File: config.mk
export PLATFORM = sky130hd
export DESIGN_NAME = intr_pending_ctrl_flat
export DESIGN_NICKNAME = d
export VERILOG_FILES = /design/src/rtl/intr_pending_ctrl_if.sv /design/src/rtl/intr_pending_ctrl.sv /design/src/flat_wrapper.sv
export SDC_FILE = /design/constraint.sdc
export NUM_CORES = 1
export LEC_CHECK = 0
export BUFFER_PORTS_ARGS = -buffer_cell sky130_fd_sc_hd__buf_2
export CORE_ASPECT_RATIO = 1.4
export CORE_MARGIN = 4
export CORE_UTILIZATION = 40
export DETAILED_ROUTE_END_ITERATION = 16
export GPL_TIMING_DRIVEN = 0
export PLACE_DENSITY = 0.57
export RECOVER_POWER = 25
export SLEW_MARGIN = 20
export SYNTH_ARGS = -nofsm -noshare
export SYNTH_HDL_FRONTEND = slang
export SYNTH_SLANG_ARGS = --single-unit
File: constraint.sdc
create_clock -name pclk_i -period 3.1 [get_ports pclk_i]
set_input_delay 0.155 -clock pclk_i [delete_from_list [all_inputs] [get_ports pclk_i]]
set_output_delay 0.155 -clock pclk_i [all_outputs]
set_load 0.1 [all_outputs]
File: src/rtl/intr_pending_ctrl_if.sv
// Bus bundle between the interrupt front-end and its neighbours: APB slave port,
// raw peripheral lines, active-interrupt bus and the controller's service handshake.
interface intr_pending_ctrl_if #(
  parameter int NUM_INTRPT   = 16,
  parameter int INTRPT_WIDTH = 4
);
  // APB-style register port
  logic                    psel_i;
  logic                    penable_i;
  logic                    pwrite_i;
  logic [2:0]              paddr_i;
  logic [NUM_INTRPT-1:0]   pwdata_i;
  logic [NUM_INTRPT-1:0]   prdata_o;
  logic                    pready_o;
  logic                    perror_o;

  // Interrupt lines and controller handshake
  logic [NUM_INTRPT-1:0]   irq_i;
  logic [NUM_INTRPT-1:0]   intr_active_o;
  logic [INTRPT_WIDTH-1:0] intr_id_i;
  logic                    intr_valid_i;
  logic                    intr_srvcd_i;

  modport slave (
    input  psel_i, penable_i, pwrite_i, paddr_i, pwdata_i,
    input  irq_i, intr_id_i, intr_valid_i, intr_srvcd_i,
    output prdata_o, pready_o, perror_o, intr_active_o
  );

  modport master (
    output psel_i, penable_i, pwrite_i, paddr_i, pwdata_i,
    output irq_i, intr_id_i, intr_valid_i, intr_srvcd_i,
    input  prdata_o, pready_o, perror_o, intr_active_o
  );
endinterface

File: src/rtl/intr_pending_ctrl.sv
// Interrupt front-end: synchronises raw lines, latches them edge- or level-sensitive,
// masks them onto the controller's active bus and retires edge requests on service.
module intr_pending_ctrl #(
  parameter int NUM_INTRPT   = 16,
  parameter int INTRPT_WIDTH = 4
) (
  input  logic                pclk_i,
  input  logic                prst_n_i,
  intr_pending_ctrl_if.slave  bus
);

  typedef logic [NUM_INTRPT-1:0] vec_t;

  localparam logic [2:0] ADDR_MASK = 3'd0;
  localparam logic [2:0] ADDR_MODE = 3'd1;
  localparam logic [2:0] ADDR_PEND = 3'd2;
  localparam logic [2:0] ADDR_OVR  = 3'd3;
  localparam logic [2:0] ADDR_RAW  = 3'd4;

  // Synchroniser and edge-history flops
  vec_t s1_q, s2_q, s3_q;

  // Architectural state
  vec_t mask_q, mask_d;
  vec_t mode_q, mode_d;
  vec_t pend_q, pend_d;
  vec_t ovr_q,  ovr_d;

  // APB response registers
  vec_t prdata_q, prdata_d;
  logic pready_q, pready_d;
  logic perror_q, perror_d;
  logic done_q,   done_d;

  // Decode and per-line helpers
  logic access, exec;
  logic addr_valid, wr_ok;
  logic wr_mask, wr_mode, wr_pend, wr_ovr;
  vec_t rd_data;
  vec_t rise, svc_hit, mode_chg, pend_clr, ovr_w1c;

  assign rise = s2_q & ~s3_q;

  // ---------------------------------------------------------------------------
  // APB decode. done_q blocks a second execution while the master keeps the
  // access phase asserted after the response; it drops once psel/penable go away.
  // ---------------------------------------------------------------------------
  always_comb begin
    // NOTE: every always_comb output gets a default first so no path can infer a latch.
    access     = bus.psel_i & bus.penable_i;
    exec       = access & ~pready_q & ~done_q;
    done_d     = access & (done_q | exec);
    addr_valid = (bus.paddr_i <= ADDR_RAW);
    wr_ok      = exec & bus.pwrite_i & (bus.paddr_i < ADDR_RAW);

    wr_mask = wr_ok & (bus.paddr_i == ADDR_MASK);
    wr_mode = wr_ok & (bus.paddr_i == ADDR_MODE);
    wr_pend = wr_ok & (bus.paddr_i == ADDR_PEND);
    wr_ovr  = wr_ok & (bus.paddr_i == ADDR_OVR);

    rd_data = '0;
    case (bus.paddr_i)
      ADDR_MASK: rd_data = mask_q;
      ADDR_MODE: rd_data = mode_q;
      ADDR_PEND: rd_data = pend_q;
      ADDR_OVR:  rd_data = ovr_q;
      ADDR_RAW:  rd_data = s2_q;
      default:   rd_data = '0;
    endcase

    pready_d = exec;
    perror_d = exec & (~addr_valid | (bus.pwrite_i & (bus.paddr_i == ADDR_RAW)));
    prdata_d = (exec & ~bus.pwrite_i) ? rd_data : '0;
  end

  // Service handshake decode; ids beyond the implemented lines match nothing.
  always_comb begin
    svc_hit = '0;
    for (int n = 0; n < NUM_INTRPT; n++) begin
      svc_hit[n] = bus.intr_valid_i & bus.intr_srvcd_i &
                   (bus.intr_id_i == INTRPT_WIDTH'(n));
    end
  end

  // ---------------------------------------------------------------------------
  // Per-line pending / overrun update. A mode change wipes the line for one
  // edge; afterwards the new rule applies. In edge mode a rise beats any clear.
  // ---------------------------------------------------------------------------
  always_comb begin
    mask_d   = wr_mask ? bus.pwdata_i : mask_q;
    mode_d   = wr_mode ? bus.pwdata_i : mode_q;
    mode_chg = wr_mode ? (bus.pwdata_i ^ mode_q) : '0;
    pend_clr = svc_hit | (wr_pend ? bus.pwdata_i : '0);
    ovr_w1c  = wr_ovr ? bus.pwdata_i : '0;

    pend_d = pend_q;
    ovr_d  = ovr_q;
    for (int n = 0; n < NUM_INTRPT; n++) begin
      if (mode_chg[n]) begin
        pend_d[n] = 1'b0;
        ovr_d[n]  = 1'b0;
      end else if (mode_q[n]) begin
        pend_d[n] = rise[n] | (pend_q[n] & ~pend_clr[n]);
        ovr_d[n]  = (rise[n] & pend_q[n] & ~pend_clr[n]) | (ovr_q[n] & ~ovr_w1c[n]);
      end else begin
        pend_d[n] = s2_q[n];
        ovr_d[n]  = ovr_q[n] & ~ovr_w1c[n];
      end
    end
  end

  // ---------------------------------------------------------------------------
  // State registers. The synchroniser chain is reset as well so RAW and the
  // level-mode pending bits read 0 straight out of reset.
  // ---------------------------------------------------------------------------
  always_ff @(posedge pclk_i or negedge prst_n_i) begin
    if (!prst_n_i) begin
      s1_q     <= '0;
      s2_q     <= '0;
      s3_q     <= '0;
      mask_q   <= '0;
      mode_q   <= '0;
      pend_q   <= '0;
      ovr_q    <= '0;
      prdata_q <= '0;
      pready_q <= 1'b0;
      perror_q <= 1'b0;
      done_q   <= 1'b0;
    end else begin
      // NOTE: non-blocking assignments here so every flop samples pre-edge values.
      s1_q     <= bus.irq_i;
      s2_q     <= s1_q;
      s3_q     <= s2_q;
      mask_q   <= mask_d;
      mode_q   <= mode_d;
      pend_q   <= pend_d;
      ovr_q    <= ovr_d;
      prdata_q <= prdata_d;
      pready_q <= pready_d;
      perror_q <= perror_d;
      done_q   <= done_d;
    end
  end

  assign bus.prdata_o      = prdata_q;
  assign bus.pready_o      = pready_q;
  assign bus.perror_o      = perror_q;
  assign bus.intr_active_o = pend_q & mask_q;

endmodule

File: src/flat_wrapper.sv
// flat-port wrapper written by rule: the top's interface ports become plain ports
module intr_pending_ctrl_flat 
#(
  parameter int NUM_INTRPT   = 16,
  parameter int INTRPT_WIDTH = 4
)
  (pclk_i, prst_n_i, bus_psel_i, bus_penable_i, bus_pwrite_i, bus_paddr_i, bus_pwdata_i, bus_irq_i, bus_intr_id_i, bus_intr_valid_i, bus_intr_srvcd_i, bus_prdata_o, bus_pready_o, bus_perror_o, bus_intr_active_o);
  intr_pending_ctrl_if #(.NUM_INTRPT(NUM_INTRPT), .INTRPT_WIDTH(INTRPT_WIDTH)) bus_i ();
  input  logic pclk_i;
  input  logic prst_n_i;
  input wire logic [$bits(bus_i.psel_i)-1:0] bus_psel_i;
  input wire logic [$bits(bus_i.penable_i)-1:0] bus_penable_i;
  input wire logic [$bits(bus_i.pwrite_i)-1:0] bus_pwrite_i;
  input wire logic [$bits(bus_i.paddr_i)-1:0] bus_paddr_i;
  input wire logic [$bits(bus_i.pwdata_i)-1:0] bus_pwdata_i;
  input wire logic [$bits(bus_i.irq_i)-1:0] bus_irq_i;
  input wire logic [$bits(bus_i.intr_id_i)-1:0] bus_intr_id_i;
  input wire logic [$bits(bus_i.intr_valid_i)-1:0] bus_intr_valid_i;
  input wire logic [$bits(bus_i.intr_srvcd_i)-1:0] bus_intr_srvcd_i;
  output wire logic [$bits(bus_i.prdata_o)-1:0] bus_prdata_o;
  output wire logic [$bits(bus_i.pready_o)-1:0] bus_pready_o;
  output wire logic [$bits(bus_i.perror_o)-1:0] bus_perror_o;
  output wire logic [$bits(bus_i.intr_active_o)-1:0] bus_intr_active_o;
  assign bus_i.psel_i = bus_psel_i;
  assign bus_i.penable_i = bus_penable_i;
  assign bus_i.pwrite_i = bus_pwrite_i;
  assign bus_i.paddr_i = bus_paddr_i;
  assign bus_i.pwdata_i = bus_pwdata_i;
  assign bus_i.irq_i = bus_irq_i;
  assign bus_i.intr_id_i = bus_intr_id_i;
  assign bus_i.intr_valid_i = bus_intr_valid_i;
  assign bus_i.intr_srvcd_i = bus_intr_srvcd_i;
  assign bus_prdata_o = bus_i.prdata_o;
  assign bus_pready_o = bus_i.pready_o;
  assign bus_perror_o = bus_i.perror_o;
  assign bus_intr_active_o = bus_i.intr_active_o;
  intr_pending_ctrl #(.NUM_INTRPT(NUM_INTRPT), .INTRPT_WIDTH(INTRPT_WIDTH)) u_core (.pclk_i(pclk_i), .prst_n_i(prst_n_i), .bus(bus_i));
endmodule
==> flow_metrics.env <==
export IMPL_status="completed"
export IMPL_detail_route_vias_per_cell=5.29
export IMPL_synth_xor_area_frac=0.0249
export IMPL_io_pins=80
export IMPL_synth_top_family_by_area="compound AO/OA/AOI/OAI gates"
export IMPL_yosysWarnings=0
export IMPL_leakagePower_nw=3.29
export IMPL_fin_crit_sh=0.732
export IMPL_antenna_left=0
export IMPL_path_clk_slew_ns=0.06
export IMPL_start_util=0.406
export IMPL_cts_buffer_depth=2
export IMPL_overflow=0
export IMPL_worstReg2RegStart="u_core.done_q"
export IMPL_p_comb_frac=0.166
export IMPL_dr_pass1_iters=5
export IMPL_grt_pass1_vias=4522
export IMPL_hold_viol=0
export IMPL_n_antenna_cell=0
export IMPL_gp_congestion=0.804
export IMPL_core_area_um2=13800
export IMPL_die_w_um=108
export IMPL_fin_nets=662
export IMPL_timing_rr_end="u_core.ovr_q[6]"
export IMPL_layout_commonest_cell="dfrtp_1"
export IMPL_worstHoldStart="bus_pwrite_i"
export IMPL_yosys_area_share_simple=0.104
export IMPL_grt_max_degree=83
export IMPL_finalNonFillerCells=814
export IMPL_clkPwrFrac=0.413
export IMPL_cp_arrival_ns=2.56
export IMPL_worstSetupEndpointType="flip-flop"
export IMPL_reg2reg_depth=5
export IMPL_slew_violations=0
export IMPL_layout_common_cells="dfrtp_1 (131), buf_2 (83), nand2_1 (52), a21oi_1 (48), inv_1 (35)"
export IMPL_post_dp_hpwl_um=10200
export IMPL_hold_depth=2
export IMPL_vdd_drop_max_v=0.000271
export IMPL_fin_skew_ns=0.00534
export IMPL_synth_mux_area_frac=0.0628
export IMPL_cap_violations=0
export IMPL_ys_ff_latch=131
export IMPL_final_util=0.512
export IMPL_syn_area_per_cell_um2=11.2
export IMPL_synth_cells=500
export IMPL_die_h_um=148
export IMPL_fmax_mhz=441
export IMPL_p_sw_mw=1.46
export IMPL_min_to="u_core.bus.perror_o"
export IMPL_dp_cells=762
export IMPL_clkLatencyLatePin_ns=0.42
export IMPL_layout_area_overhead_vs_synth_pct=26.1
export IMPL_synth_compound_area_frac=0.178
export IMPL_first_iter_violations=163
export IMPL_ys_types=38
export IMPL_drive_gt1_frac=0.238
export IMPL_setup_violations=0
export IMPL_critPathKind="flip-flop to flip-flop"
export IMPL_worst_pin_slew_ns=0.789
export IMPL_cts_root_buf="clkbuf_16"
export IMPL_antenna_found_initial=0
export IMPL_grt_pass1_wl_um=24100
export IMPL_rsz0062_at_grt="false"
export IMPL_htreeDepth=4
export IMPL_slew_headroom=0.470
export IMPL_cts_tree="yes"
export IMPL_synth_adder_area_share=0
export IMPL_rrSetupSlack_ns=0.83
export IMPL_p_seq_frac=0.421
export IMPL_fp_dieArea_um2=16000
export IMPL_num_rows=51
export IMPL_route_detailed_drc=0
export IMPL_finalCriticalPeriod_ns=2.27
export IMPL_routed_wl_um=15100
export IMPL_vias=4305
export IMPL_ys_seq_area_frac=0.583
export IMPL_grt_usage=0.199
export IMPL_swShare=0.291
export IMPL_internal_power_mw=3.56
export IMPL_cts_buffers=17
export IMPL_wl_per_cell_um=18.5
export IMPL_cp_start_kind="flip-flop"
export IMPL_path_max_fanout=10
export IMPL_cp_required_ns=3.39
export IMPL_synth_net_count=546
export IMPL_cts_sinks=131
export IMPL_setup_tns_final_ns=0
export IMPL_hold_path_class="input port to flip-flop"
export IMPL_portBuffers=76
export IMPL_ctsResizeCount=0
export IMPL_netlist_area_um2=5620
export IMPL_power_density_nw_per_um2=708
[power by group through the flow]
stage               sequential [mW]  combinational [mW]  clock (mW)
floorplan                      2.11               0.599           0
global placement               2.13               0.793           0
detailed placement             2.14               0.819           0
CTS                            2.11               0.844        2.10
global route                   2.14               0.916        2.18
finish                         2.11               0.834        2.07
[metrics by stage]
step	area (um2)	hold WS (ns)	total power, mW	setup WS (ns)
floorplan	5620	-0.141	2.71	0.830
global placement	6230	0.262	2.92	0.0594
detailed placement	6270	0.0921	2.96	0.882
CTS	7090	0.0244	5.06	0.858
global route	7090	0.0491	5.24	0.683
finish	7090	0.0369	5.02	0.832
[Yosys cell counts]
master / number / share of area
nand3_1: 1 / 0.00089
nand4bb_4: 1 / 0.0049
nand4_1: 1 / 0.0011
o41ai_1: 16 / 0.025
nor4b_4: 1 / 0.0042
o221ai_1: 15 / 0.023
or4_1: 1 / 0.0013
inv_1: 35 / 0.023
nor3b_2: 1 / 0.0022
clkbuf_1: 7 / 0.0047
o21ai_0: 1 / 0.00089
or3_1: 1 / 0.0011
buf_1: 1 / 0.00067
o311a_1: 1 / 0.0018
o211ai_1: 12 / 0.016
and2_1: 17 / 0.019
nand2_1: 52 / 0.035
o221ai_2: 1 / 0.0027
nor3_1: 1 / 0.00089
a21oi_1: 48 / 0.043
buf_4: 2 / 0.0027
dfrtp_1: 131 / 0.58
buf_6: 4 / 0.0080
a21o_1: 16 / 0.021
nand4bb_1: 1 / 0.0020
o21ai_2: 6 / 0.0093
nand3b_1: 1 / 0.0013
mux4_2: 1 / 0.0040
a22oi_1: 15 / 0.020
nand2b_1: 5 / 0.0056
nor2_1: 33 / 0.022
mux2i_1: 15 / 0.027
xnor2_1: 16 / 0.025
mux2_2: 16 / 0.032
o21ai_1: 10 / 0.0089
o311ai_0: 4 / 0.0062
buf_2: 8 / 0.0071
nand4b_1: 2 / 0.0031
[critical path, cell delays in order, from the launching register on]
cell and delay [ns]:
dfrtp_1 0.39, nand4bb_4 0.27, nor4b_4 0.61, clkbuf_1 0.56
a21o_1 0.23, o41ai_1 0.07
[timing repair]
item                                   4_1_cts  5_1_grt
buffers inserted                             0        0
endpoints found under the hold margin       67        0
hold buffers                                20        0
[area by class of cell]
cell class              instances  area [um2]
flip-flops and latches        131        3280
well taps                     185         231
clock inverters                14         178
inverters                      35         131
multi-input cells             312        2080
plain buffers                  22         130
repair buffers                 97         618
fillers                      1269        6760
clock buffers                  18         439
[flip-flops by register name, summed over array words and instances (netlist names), 16 cells and up]
register             count
u_core.bus.prdata_o     16
u_core.s2_q             16
u_core.s1_q             16
u_core.mode_q           16
u_core.pend_q           16
u_core.ovr_q            16
u_core.mask_q           16
u_core.s3_q             16
[per-layer routing]
| layer | part of all wire | vias up | global-route usage |
|---|---|---|---|
| li1 | - | 2015 | - |
| met3 | 0.050 | 22 | 0.0360 |
| met2 | 0.52 | 118 | 0.344 |
| met5 | 0 | - | 0 |
| met1 | 0.41 | 2150 | 0.248 |
| met4 | 0.017 | 0 | 0.0739 |
[how the worst max path moves through the flow]
| stage | depth (start not counted) | start | slack, ns | endpoint |
|---|---|---|---|---|
| global route | 5 | u_core.done_q | 0.68 | u_core.pend_q[13] |
| global placement | 1 | prst_n_i | 0.06 | u_core.s1_q[7] |
| detailed placement | 5 | u_core.done_q | 0.88 | u_core.ovr_q[9] |
| CTS | 5 | u_core.done_q | 0.86 | u_core.ovr_q[6] |
| floorplan | 6 | u_core.bus.pready_o | 0.83 | u_core.ovr_q[10] |
| finish | 5 | u_core.done_q | 0.83 | u_core.ovr_q[6] |
[cells by family (layout without fill, tap and decap cells)]
logic type / after synthesis / in the layout
compound gates: 145 / 145
xor+xnor: 16 / 16
buf+inv: 57 / 186
flops: 131 / 131
mux: 32 / 32
simple gates: 119 / 119
No activity file was read; power rests on OpenSTA's default activity.
